==> src/rtl/jtag_ir_dr_regs_if.sv <==
// TAP-side bundle for jtag_ir_dr_regs: the TAP controller's strobes and
// serial data in, plus the serial return path to the pin.
// master = TAP controller / pin side, slave = IR/DR register stage.
interface jtag_ir_dr_regs_if;
  logic tdi;
  logic cdr1, sdr1, udr1;
  logic cir1, sir1, uir1;
  logic tdo;
  logic tdo_en;

  modport master (output tdi, cdr1, sdr1, udr1, cir1, sir1, uir1,
                  input  tdo, tdo_en);
  modport slave  (input  tdi, cdr1, sdr1, udr1, cir1, sir1, uir1,
                  output tdo, tdo_en);
endinterface

==> src/rtl/jtag_ir_dr_regs.sv <==
// JTAG instruction register plus BYPASS / IDCODE / USER data registers,
// sitting directly behind the TAP FSM.
// Optional feature macro: JTAG_USER_DR_EN builds the USER data register.
// Without it, OP_USER decodes as BYPASS and the user outputs are tied to 0.
module jtag_ir_dr_regs #(
  parameter int              IR_W       = 4,
  parameter logic [31:0]     IDCODE_VAL = 32'h1234_5093,
  parameter int              USER_W     = 8,
  parameter logic [IR_W-1:0] OP_IDCODE  = 4'b0001,
  parameter logic [IR_W-1:0] OP_USER    = 4'b0010
) (
  input  logic              tck,
  input  logic              trst,
  jtag_ir_dr_regs_if.slave  tap,
  output logic [IR_W-1:0]   ir_out,
  input  logic [USER_W-1:0] user_dr_in,
  output logic [USER_W-1:0] user_dr_out,
  output logic              user_update
);

  // IR capture pattern: LSBs 01, rest zero
  localparam logic [IR_W-1:0] IR_CAP = IR_W'(1);

  logic [IR_W-1:0] ir_sr, ir;
  logic            bypass_sr;
  logic [31:0]     id_sr;
  logic            sel_id, sel_user, sel_bypass;
  logic            ir_act, dr_cap, dr_sh, dr_upd;
  logic            user_lsb;

  // Any IR strobe locks out the DR path; DR strobes keep their own priority
  assign ir_act = tap.cir1 | tap.sir1 | tap.uir1;
  assign dr_cap = tap.cdr1 & ~ir_act;
  assign dr_sh  = tap.sdr1 & ~ir_act & ~tap.cdr1;
  assign dr_upd = tap.udr1 & ~ir_act & ~tap.cdr1 & ~tap.sdr1;

  assign sel_id     = (ir == OP_IDCODE);
  assign sel_bypass = ~sel_id & ~sel_user;

  // Instruction shift register and active instruction
  always_ff @(posedge tck) begin
    if (trst) begin
      ir_sr <= '0;
      ir    <= OP_IDCODE;
    end else if (tap.cir1) begin
      ir_sr <= IR_CAP;
    end else if (tap.sir1) begin
      ir_sr <= {tap.tdi, ir_sr[IR_W-1:1]};
    end else if (tap.uir1) begin
      ir    <= ir_sr;
    end
  end

  // BYPASS: one bit, captured as 0
  always_ff @(posedge tck) begin
    if (trst)                    bypass_sr <= 1'b0;
    else if (dr_cap & sel_bypass) bypass_sr <= 1'b0;
    else if (dr_sh & sel_bypass)  bypass_sr <= tap.tdi;
  end

  // IDCODE: capture constant, shift right with tdi at the MSB
  always_ff @(posedge tck) begin
    if (trst)                 id_sr <= '0;
    else if (dr_cap & sel_id) id_sr <= IDCODE_VAL;
    else if (dr_sh & sel_id)  id_sr <= {tap.tdi, id_sr[31:1]};
  end

`ifdef JTAG_USER_DR_EN
  logic [USER_W-1:0] user_sr;

  assign sel_user = (ir == OP_USER) & (ir != OP_IDCODE);
  assign user_lsb = user_sr[0];

  // USER: capture core value, shift, then publish with a one-cycle strobe
  always_ff @(posedge tck) begin
    if (trst) begin
      user_sr     <= '0;
      user_dr_out <= '0;
      user_update <= 1'b0;
    end else begin
      user_update <= 1'b0;
      if (dr_cap & sel_user)      user_sr <= user_dr_in;
      else if (dr_sh & sel_user)  user_sr <= {tap.tdi, user_sr[USER_W-1:1]};
      else if (dr_upd & sel_user) begin
        user_dr_out <= user_sr;
        user_update <= 1'b1;
      end
    end
  end
`else
  // USER not built: outputs tied off, inputs only feed a sink net
  logic unused_user;
  assign unused_user = ^{user_dr_in, OP_USER, dr_upd};
  assign sel_user    = 1'b0;
  assign user_lsb    = 1'b0;
  assign user_dr_out = '0;
  assign user_update = 1'b0;
`endif

  // Serial return: IR shift wins, else LSB of the selected DR while shifting
  always_comb begin
    tap.tdo = 1'b0;
    if (tap.sir1)      tap.tdo = ir_sr[0];
    else if (tap.sdr1) tap.tdo = sel_id ? id_sr[0] : (sel_user ? user_lsb : bypass_sr);
  end

  assign tap.tdo_en = tap.sir1 | tap.sdr1;
  assign ir_out     = ir;

endmodule

==> src/flat_wrapper.sv <==
// flat-port wrapper written by rule: the top's interface ports become plain ports
module jtag_ir_dr_regs_flat 
#(
  parameter int              IR_W       = 4,
  parameter logic [31:0]     IDCODE_VAL = 32'h1234_5093,
  parameter int              USER_W     = 8,
  parameter logic [IR_W-1:0] OP_IDCODE  = 4'b0001,
  parameter logic [IR_W-1:0] OP_USER    = 4'b0010
)
  (tck, trst, ir_out, user_dr_in, user_dr_out, user_update, tap_tdi, tap_cdr1, tap_sdr1, tap_udr1, tap_cir1, tap_sir1, tap_uir1, tap_tdo, tap_tdo_en);
  jtag_ir_dr_regs_if tap_i ();
  input  logic tck;
  input  logic trst;
  output logic [IR_W-1:0] ir_out;
  input  logic [USER_W-1:0] user_dr_in;
  output logic [USER_W-1:0] user_dr_out;
  output logic user_update;
  input wire logic [$bits(tap_i.tdi)-1:0] tap_tdi;
  input wire logic [$bits(tap_i.cdr1)-1:0] tap_cdr1;
  input wire logic [$bits(tap_i.sdr1)-1:0] tap_sdr1;
  input wire logic [$bits(tap_i.udr1)-1:0] tap_udr1;
  input wire logic [$bits(tap_i.cir1)-1:0] tap_cir1;
  input wire logic [$bits(tap_i.sir1)-1:0] tap_sir1;
  input wire logic [$bits(tap_i.uir1)-1:0] tap_uir1;
  output wire logic [$bits(tap_i.tdo)-1:0] tap_tdo;
  output wire logic [$bits(tap_i.tdo_en)-1:0] tap_tdo_en;
  assign tap_i.tdi = tap_tdi;
  assign tap_i.cdr1 = tap_cdr1;
  assign tap_i.sdr1 = tap_sdr1;
  assign tap_i.udr1 = tap_udr1;
  assign tap_i.cir1 = tap_cir1;
  assign tap_i.sir1 = tap_sir1;
  assign tap_i.uir1 = tap_uir1;
  assign tap_tdo = tap_i.tdo;
  assign tap_tdo_en = tap_i.tdo_en;
  jtag_ir_dr_regs #(.IR_W(IR_W), .IDCODE_VAL(IDCODE_VAL), .USER_W(USER_W), .OP_IDCODE(OP_IDCODE), .OP_USER(OP_USER)) u_core (.tck(tck), .trst(trst), .tap(tap_i), .ir_out(ir_out), .user_dr_in(user_dr_in), .user_dr_out(user_dr_out), .user_update(user_update));
endmodule
==> config.mk <==
export PLATFORM = sky130hd
export DESIGN_NAME = jtag_ir_dr_regs_flat
export DESIGN_NICKNAME = d
export VERILOG_FILES = /design/src/rtl/jtag_ir_dr_regs_if.sv /design/src/rtl/jtag_ir_dr_regs.sv /design/src/flat_wrapper.sv
export SDC_FILE = /design/constraint.sdc
export NUM_CORES = 1
export LEC_CHECK = 0
export CAP_MARGIN = 40
export CORE_UTILIZATION = 26
export CTS_CLUSTER_DIAMETER = 60
export CTS_CLUSTER_SIZE = 30
export DETAILED_ROUTE_END_ITERATION = 8
export GPL_TIMING_DRIVEN = 0
export SYNTH_ARGS = -nofsm -noshare
export SYNTH_HDL_FRONTEND = slang
export SYNTH_SLANG_ARGS = --single-unit
export TNS_END_PERCENT = 10
==> constraint.sdc <==
create_clock -name tck -period 2.3 [get_ports tck]
set_input_delay 0.46 -clock tck [delete_from_list [all_inputs] [get_ports tck]]
set_output_delay 0.46 -clock tck [all_outputs]
set_load 0.05 [all_outputs]
Word level (Yosys, flattened, before mapping)
Index checks and enable logic that the tools add are counted.
W data, S select, Z words.
{ "word_totals": {"register_bits": 41, "out_inout_bits": 15, "word_cells": 35} }
{ "op_classes": {"n_eq_ne": 1, "mux": 7, "n_bitwise": 15, "reduce_logical": 6} }
{ "ops": {"columns": ["cell", "n"], "rows": [
  ["$mux W29", 2],
  ["$and A1 B1 Y1", 7],
  ["$reduce_or A2 Y1", 3],
  ["$mux W1", 5],
  ["$not A1 Y1", 5],
  ["$eq A4 B1 Y1 const B", 1],
  ["$reduce_bool A2 Y1", 2],
  ["$or A1 B1 Y1", 3],
  ["$reduce_and A3 Y1", 1]
]} }

Longest topological paths before layout
Gate-level depths: netlist of the first run.
{ "logic_depth": {"depth_word": 8, "mapped_depth": 5, "ltp_nobuf": 3} }

Worst setup path after synthesis of the first run
Ideal clock, no wire load.
{ "synth_path": {"kind": "reg-to-output", "startpoint": "reg u_core.ir[0], in the netlist u_core.ir_out[0]", "endpoint": "out tap_tdo", "arrival_time_ns": 2.330, "t_required_ns": 1.840, "setup_slack_ns": -0.490, "path_stages_with_launch": 4, "path_cell_list": "dfxtp_1 nor4b_2 mux2i_1 o21ai_0"} }
{ "synth_via": {"elab_chain_len": 4} }
{ "synth_rtl": {"columns": ["item", "line_no", "source"], "rows": [
  ["start, declared", "jtag_ir_dr_regs.sv:24", "logic [IR_W-1:0] ir_sr, ir;"],
  ["start signal, assigned", "jtag_ir_dr_regs.sv:50", "ir <= ir_sr;"],
  ["$eq A4 B1 Y1", "jtag_ir_dr_regs.sv:37", "assign sel_id = (ir == OP_IDCODE);"],
  ["$mux W1 (2 in series)", "jtag_ir_dr_regs.sv:104", "else if (tap.sdr1) tap.tdo = sel_id ? id_sr[0] : (sel_user ? user_lsb : bypass_sr);"],
  ["$mux W1", "jtag_ir_dr_regs.sv:103", "if (tap.sir1) tap.tdo = ir_sr[0];"],
  ["end, declared", "flat_wrapper.sv:25", "output wire logic [$bits(tap_i.tdo)-1:0] tap_tdo;"]
]} }
No other way between the ends.

Worst setup path after layout of the first run
{ "layout_path": {"startpoint": "reg u_core.ir[2], in the netlist u_core.ir_out[2]", "endpoint": "out tap_tdo"} }
The elaborated chain is that of the path after synthesis.

==> results of run 1 <==
-- path summary, 6_finish.rpt --
check	startpoint	end	slack, ns	cells past startpoint
worst min-delay path	u_core.id_sr[3]$_SDFFE_PP0P_	u_core.id_sr[2]$_SDFFE_PP0P_	0.48	2
worst min register to register	u_core.id_sr[3]$_SDFFE_PP0P_	u_core.id_sr[2]$_SDFFE_PP0P_	0.48	2
worst max-delay path	u_core.ir_out[2]$_SDFFE_PP0P_	tap_tdo	0.11	4
worst max register to register	u_core.ir_out[2]$_SDFFE_PP0P_	u_core.id_sr[21]$_SDFFE_PP0P_	0.54	5
-- cell families (layout without fill, tap and decap cells) --
logic type	Yosys count	in the layout	synth area share (%)
and+or+nand+nor	36	36	12.53
muxes	8	8	4.919
buffers and inverters	37	58	11.76
other	1	9	0.2304
DFF	41	41	50.42
AOI/OAI and AO/OA	38	38	20.14
-- timing repair --
action | in CTS | in global routing
gates resized for setup | 5 | 2
hold endpoints to repair | 0 | 0
pin swaps | 0 | 1
setup endpoints to repair | 2 | 2
setup buffers | 0 | 2
-- cells in the final DEF, fill, tap and decap left out, drive strengths merged, types with 5 or more instances in the layout --
cell type,n
nand2,14
inv,15
buf,16
mux2i,8
o32ai,14
clkbuf,14
dfxtp,41
nor2,5
conb,9
o221a,11
clkdlybuf4s50,9
o22ai,5
nor3,5
-- per-stage QoR --
stage,TNS (ns),std cells,hold WS (ns)
after CTS,0,263,0.4770
final,0,265,0.4763
after floorplan,0,169,0.4466
after detailed placement,-1.239,255,0.4647
after global routing,-0.02991,265,0.4982
after global placement,-1.115,255,0.4572
-- metal layers --
layer / routed length (um) / share of wire, % / track usage [%] / vias to the layer above
li1: - / - / - / 625
met1: 1745 / 53 / 15.53 / 562
met2: 1396 / 43 / 16.97 / 17
met3: 96 / 2.9 / 2.360 / 2
met4: 27 / 0.83 / 4.286 / 0
met5: 0 / 0 / 0 / -
-- power breakdown --
group	internal (mW)	switching [mW]	leakage [nW]
registers	0.722	0.00860	0.332
clock network	0.431	0.240	0.0681
logic	0.0525	0.0944	0.334
-- registers in the layout, summed over array words and instances, names as in the netlist --
register and count:
u_core.ir_sr 4, u_core.ir_out 4, u_core.bypass_sr 1, u_core.id_sr 32
-- worst max-delay path, stage by stage (launching register included) --
cell	delay, ns
dfxtp_1	0.36
nor4b_4	0.41
mux2i_1	0.27
o21ai_2	0.08
clkdlybuf4s15_2	0.33
-- final cells by class --
class | count | share of cell area (%)
Clock buffer | 5 | 3.408
Inverter | 15 | 2.788
Sequential cell | 41 | 40.64
Buffer | 22 | 6.691
Multi-Input combinational cell | 91 | 32.59
Clock inverter | 3 | 3.222
Timing Repair Buffer | 13 | 6.010
Tap cell | 75 | 4.647
==> flow_metrics.env, run 1 <==
export IMPL_rsz0062_at_grt="yes"
export IMPL_die_x_um=81.13
export IMPL_die_area_um2=6581
export IMPL_drt_iter0_drc=73
export IMPL_multiInputGateArea_um2=658.1
export IMPL_power_density_nw_per_um2=767.0
export IMPL_yosysUniqueCellTypes=28
export IMPL_relSlewSlack_pct=65.12
export IMPL_fin_crit_ns=2.192
export IMPL_crit_required_ns=1.84
export IMPL_initial_core_util_pct=27.17
export IMPL_io_pins=32
export IMPL_pre_cts_slack_ns=-0.3126
export IMPL_cts_sinks=41
export IMPL_via_count=1206
export IMPL_gr_total_overflow=0
export IMPL_startpoint_type="flop"
export IMPL_holdBufCountCts=0
export IMPL_drt_pass1_iterations=4
export IMPL_placed_cell_area_um2=1866
export IMPL_drc=0
export IMPL_synth_top_area_share_pct=50.42
export IMPL_cts_tree="yes"
export IMPL_ant_nets=0
export IMPL_drive_above_1_share_pct=16.84
export IMPL_drt_total_wl_um=3266
export IMPL_ys_warnings_count=0
export IMPL_synthCells=161
export IMPL_grt_max_degree=14
export IMPL_worstMarginPinSlew_ns=0.5232
export IMPL_drt_wirelength_per_cell_um=12.32
export IMPL_seq_area_frac_synth_pct=50.42
export IMPL_worstSkewPairLatency_ns=0.29
export IMPL_arrival_ns=1.73
export IMPL_max_freq_mhz=456.2
export IMPL_antenna_found_initial=0
export IMPL_synthTopCellsByArea="dfxtp_1 50%, o221a_1 7.6%, o32ai_1 7.5%"
export IMPL_dieHeight_um=81.13
export IMPL_seq_area_um2=820.8
export IMPL_finalHoldViolCount=0
export IMPL_place_congestion=0.6890
export IMPL_leakage_nw=0.7342
export IMPL_min_path_type="flop to flop"
export IMPL_total_power_mw=1.549
export IMPL_peakVddDrop_mv=0.3152
export IMPL_clk_pin_slew_ns=0.07
export IMPL_utilization_pct=33.71
export IMPL_layout_nets=206
export IMPL_cp_end_kind="output port"
export IMPL_rows=28
export IMPL_fin_crit_sh_pct=95.31
export IMPL_synthesis_area_um2=1628
export IMPL_path_class="flop to output port"
export IMPL_setup_slack_ns=0.1078
export IMPL_core_area_um2=5991
export IMPL_dp_hpwl_um=2212
export IMPL_grt_pass1_wl_um=5616
export IMPL_clk_root_buffer_cell="clkbuf_8"
export IMPL_finalSetupViolCount=0
export IMPL_clockBufferDepth=2
export IMPL_fin_area_um2=2019
export IMPL_worstPathMaxFanout=4
export IMPL_htree_levels=2
export IMPL_maxCapViolations=0
export IMPL_vias_per_cell=4.551
export IMPL_fillers=618
export IMPL_cts_buffers=5
export IMPL_synth_most_common_cell="dfxtp_1"
export IMPL_diodes=0
export IMPL_groute_usage_overall_pct=11.23
export IMPL_first_global_vias=1183
export IMPL_syn_avg_cell_area_um2=10.11
export IMPL_yosysTopAreaCell="dfxtp_1"
export IMPL_area_growth_syn_to_layout_pct=24.06
export IMPL_status="completed"
export IMPL_fin_worst_skew_ns=0.006393
export IMPL_synth_flop_cell="dfxtp_1"
export IMPL_ys_top_cells_by_count="41 x dfxtp_1, 15 x inv_1, 14 x nand2_1, 14 x o32ai_1, 11 x o221a_1"
export IMPL_maxSlewViolCount=0
export IMPL_port_buffers=11
export IMPL_synth_edff_count=0
export IMPL_ys_seq_elements=41
export IMPL_synthArstFlopShare_pct=0
(Power assumes the default switching activity.)
==> run 2, diff against run 1 <==
--- a/config.mk
+++ b/config.mk
@@ -11,6 +11,7 @@
 export CTS_CLUSTER_SIZE = 30
 export DETAILED_ROUTE_END_ITERATION = 8
 export GPL_TIMING_DRIVEN = 0
+export MAX_ROUTING_LAYER = met4
 export SYNTH_ARGS = -nofsm -noshare
 export SYNTH_HDL_FRONTEND = slang
 export SYNTH_SLANG_ARGS = --single-unit
==> run 2 against run 1 <==
  * Critical path depth is the same
  * Sequential power barely moved
  * Cell area unchanged
  * Register-to-register slack about the same
  * Combinational power is essentially flat
  * Global-route usage grew 0.35 points
  * First-iteration DRC count fell by 4.1%
  * Hold slack about the same
==> flow_metrics.env, run 2 (synthesized netlist as in run 1, its figures left out) <==
export IMPL_peakVddDrop_mv=0.3152
export IMPL_relSlewSlack_pct=63.97
export IMPL_cp_end_kind="output port"
export IMPL_cts_buffers=5
export IMPL_rsz0062_at_grt="yes"
export IMPL_crit_required_ns=1.84
export IMPL_layout_nets=206
export IMPL_cts_sinks=41
export IMPL_grt_max_degree=14
export IMPL_fin_crit_ns=2.193
export IMPL_initial_core_util_pct=27.17
export IMPL_cts_tree="yes"
export IMPL_groute_usage_overall_pct=11.58
export IMPL_layout_commonest_cell="dfxtp_1"
export IMPL_fin_crit_sh_pct=95.33
export IMPL_gr_total_overflow=0
export IMPL_maxCapViolations=0
export IMPL_io_pins=32
export IMPL_dieHeight_um=81.13
export IMPL_vias_per_cell=4.570
export IMPL_path_class="flop to output port"
export IMPL_holdBufCountCts=0
export IMPL_regMostFlops="u_core.id_sr"
export IMPL_ant_nets=0
export IMPL_worstMarginPinSlew_ns=0.5405
export IMPL_first_global_vias=1183
export IMPL_htree_levels=2
export IMPL_worstPathMaxFanout=4
export IMPL_max_freq_mhz=456.1
export IMPL_drt_wirelength_per_cell_um=12.40
export IMPL_fin_worst_skew_ns=0.006050
export IMPL_power_density_nw_per_um2=767.2
export IMPL_hold_slack_ns=0.4761
export IMPL_rows=28
export IMPL_startpoint_type="flop"
export IMPL_clk_pin_slew_ns=0.07
export IMPL_finalHoldViolCount=0
export IMPL_dp_hpwl_um=2212
export IMPL_core_area_um2=5991
export IMPL_status="completed"
export IMPL_via_count=1211
export IMPL_place_congestion=0.6962
export IMPL_leakage_nw=0.7342
export IMPL_clockBufferDepth=2
export IMPL_finalSetupViolCount=0
export IMPL_drt_iter0_drc=70
export IMPL_drive_above_1_share_pct=16.84
export IMPL_worstSkewPairLatency_ns=0.29
export IMPL_drc=0
export IMPL_drt_pass1_iterations=4
export IMPL_largest_register_ffs=32
export IMPL_die_area_um2=6581
export IMPL_min_path_type="flop to flop"
export IMPL_dpl_cell_count=255
export IMPL_layout_cells_non_filler=265
export IMPL_arrival_ns=1.73
export IMPL_antenna_found_initial=0
export IMPL_mostFrequentLayoutCells="41 x dfxtp_1, 15 x inv_1, 14 x nand2_1, 14 x o32ai_1"
export IMPL_diodes=0
export IMPL_grt_pass1_wl_um=5623
export IMPL_clk_root_buffer_cell="clkbuf_8"
export IMPL_die_x_um=81.13
export IMPL_port_buffers=11
export IMPL_drt_total_wl_um=3285
export IMPL_area_growth_syn_to_layout_pct=24.06
export IMPL_maxSlewViolCount=0
## run 2: layout make-up
type	count	area (um2)
Buffer	22	135.1
Clock buffer	5	68.82
Clock inverter	3	65.06
Fill cell	618	3971
Inverter	15	56.30
Multi-Input combinational cell	91	658.1
Sequential cell	41	820.8
Tap cell	75	93.84
Timing Repair Buffer	13	121.4
## run 2: path summary, 6_finish.rpt
path / startpoint / end / slack (ns) / cells past startpoint
worst max register to register: u_core.ir_out[2]$_SDFFE_PP0P_ / u_core.id_sr[21]$_SDFFE_PP0P_ / 0.53 / 5
worst min-delay path: u_core.id_sr[3]$_SDFFE_PP0P_ / u_core.id_sr[2]$_SDFFE_PP0P_ / 0.48 / 2
worst min register to register: u_core.id_sr[3]$_SDFFE_PP0P_ / u_core.id_sr[2]$_SDFFE_PP0P_ / 0.48 / 2
worst max-delay path: u_core.ir_out[2]$_SDFFE_PP0P_ / tap_tdo / 0.11 / 4
## run 2: critical path, stage by stage, from the launching register on
cell,delay [ns]
dfxtp_1,0.36
nor4b_4,0.41
mux2i_1,0.27
o21ai_2,0.08
clkdlybuf4s15_2,0.33
## run 2: metrics by stage
| stage | cell area, um2 | power, mW | setup TNS (ns) | setup WS, ns | utilization, % |
|---|---|---|---|---|---|
| 2_1_floorplan | 1662 | 0.8572 | 0 | 0.1132 | - |
| 3_3_place_gp | 1866 | 0.8906 | -1.115 | -0.3030 | 31.14 |
| 3_5_place_dp | 1866 | 0.8913 | -1.239 | -0.3126 | 31.14 |
| 4_1_cts | 2008 | 1.563 | 0 | 0.03520 | 33.52 |
| 5_1_grt | 2019 | 1.604 | -0.02990 | -0.02990 | 33.71 |
| 6_report | 2019 | 1.549 | 0 | 0.1075 | 33.71 |
## run 2: what timing repair did
action | 4_1_cts | 5_1_grt
setup buffers | 0 | 2
endpoints found under the setup margin | 2 | 2
resized for setup | 5 | 2
pin swaps | 0 | 1
hold endpoints to repair | 0 | 0
## run 2: power by group
part / switching [mW] / internal, mW / leakage (nW) / total [mW]
registers: 0.00857 / 0.722 / 0.332 / 0.731
logic: 0.0945 / 0.0525 / 0.334 / 0.147
clock network: 0.241 / 0.431 / 0.0681 / 0.672
## run 2: per-layer routing
metal	routed length, um	track usage [%]
met2	1396	16.97
met1	1758	15.60
met5	0	-
met3	97	2.360
met4	31	4.286
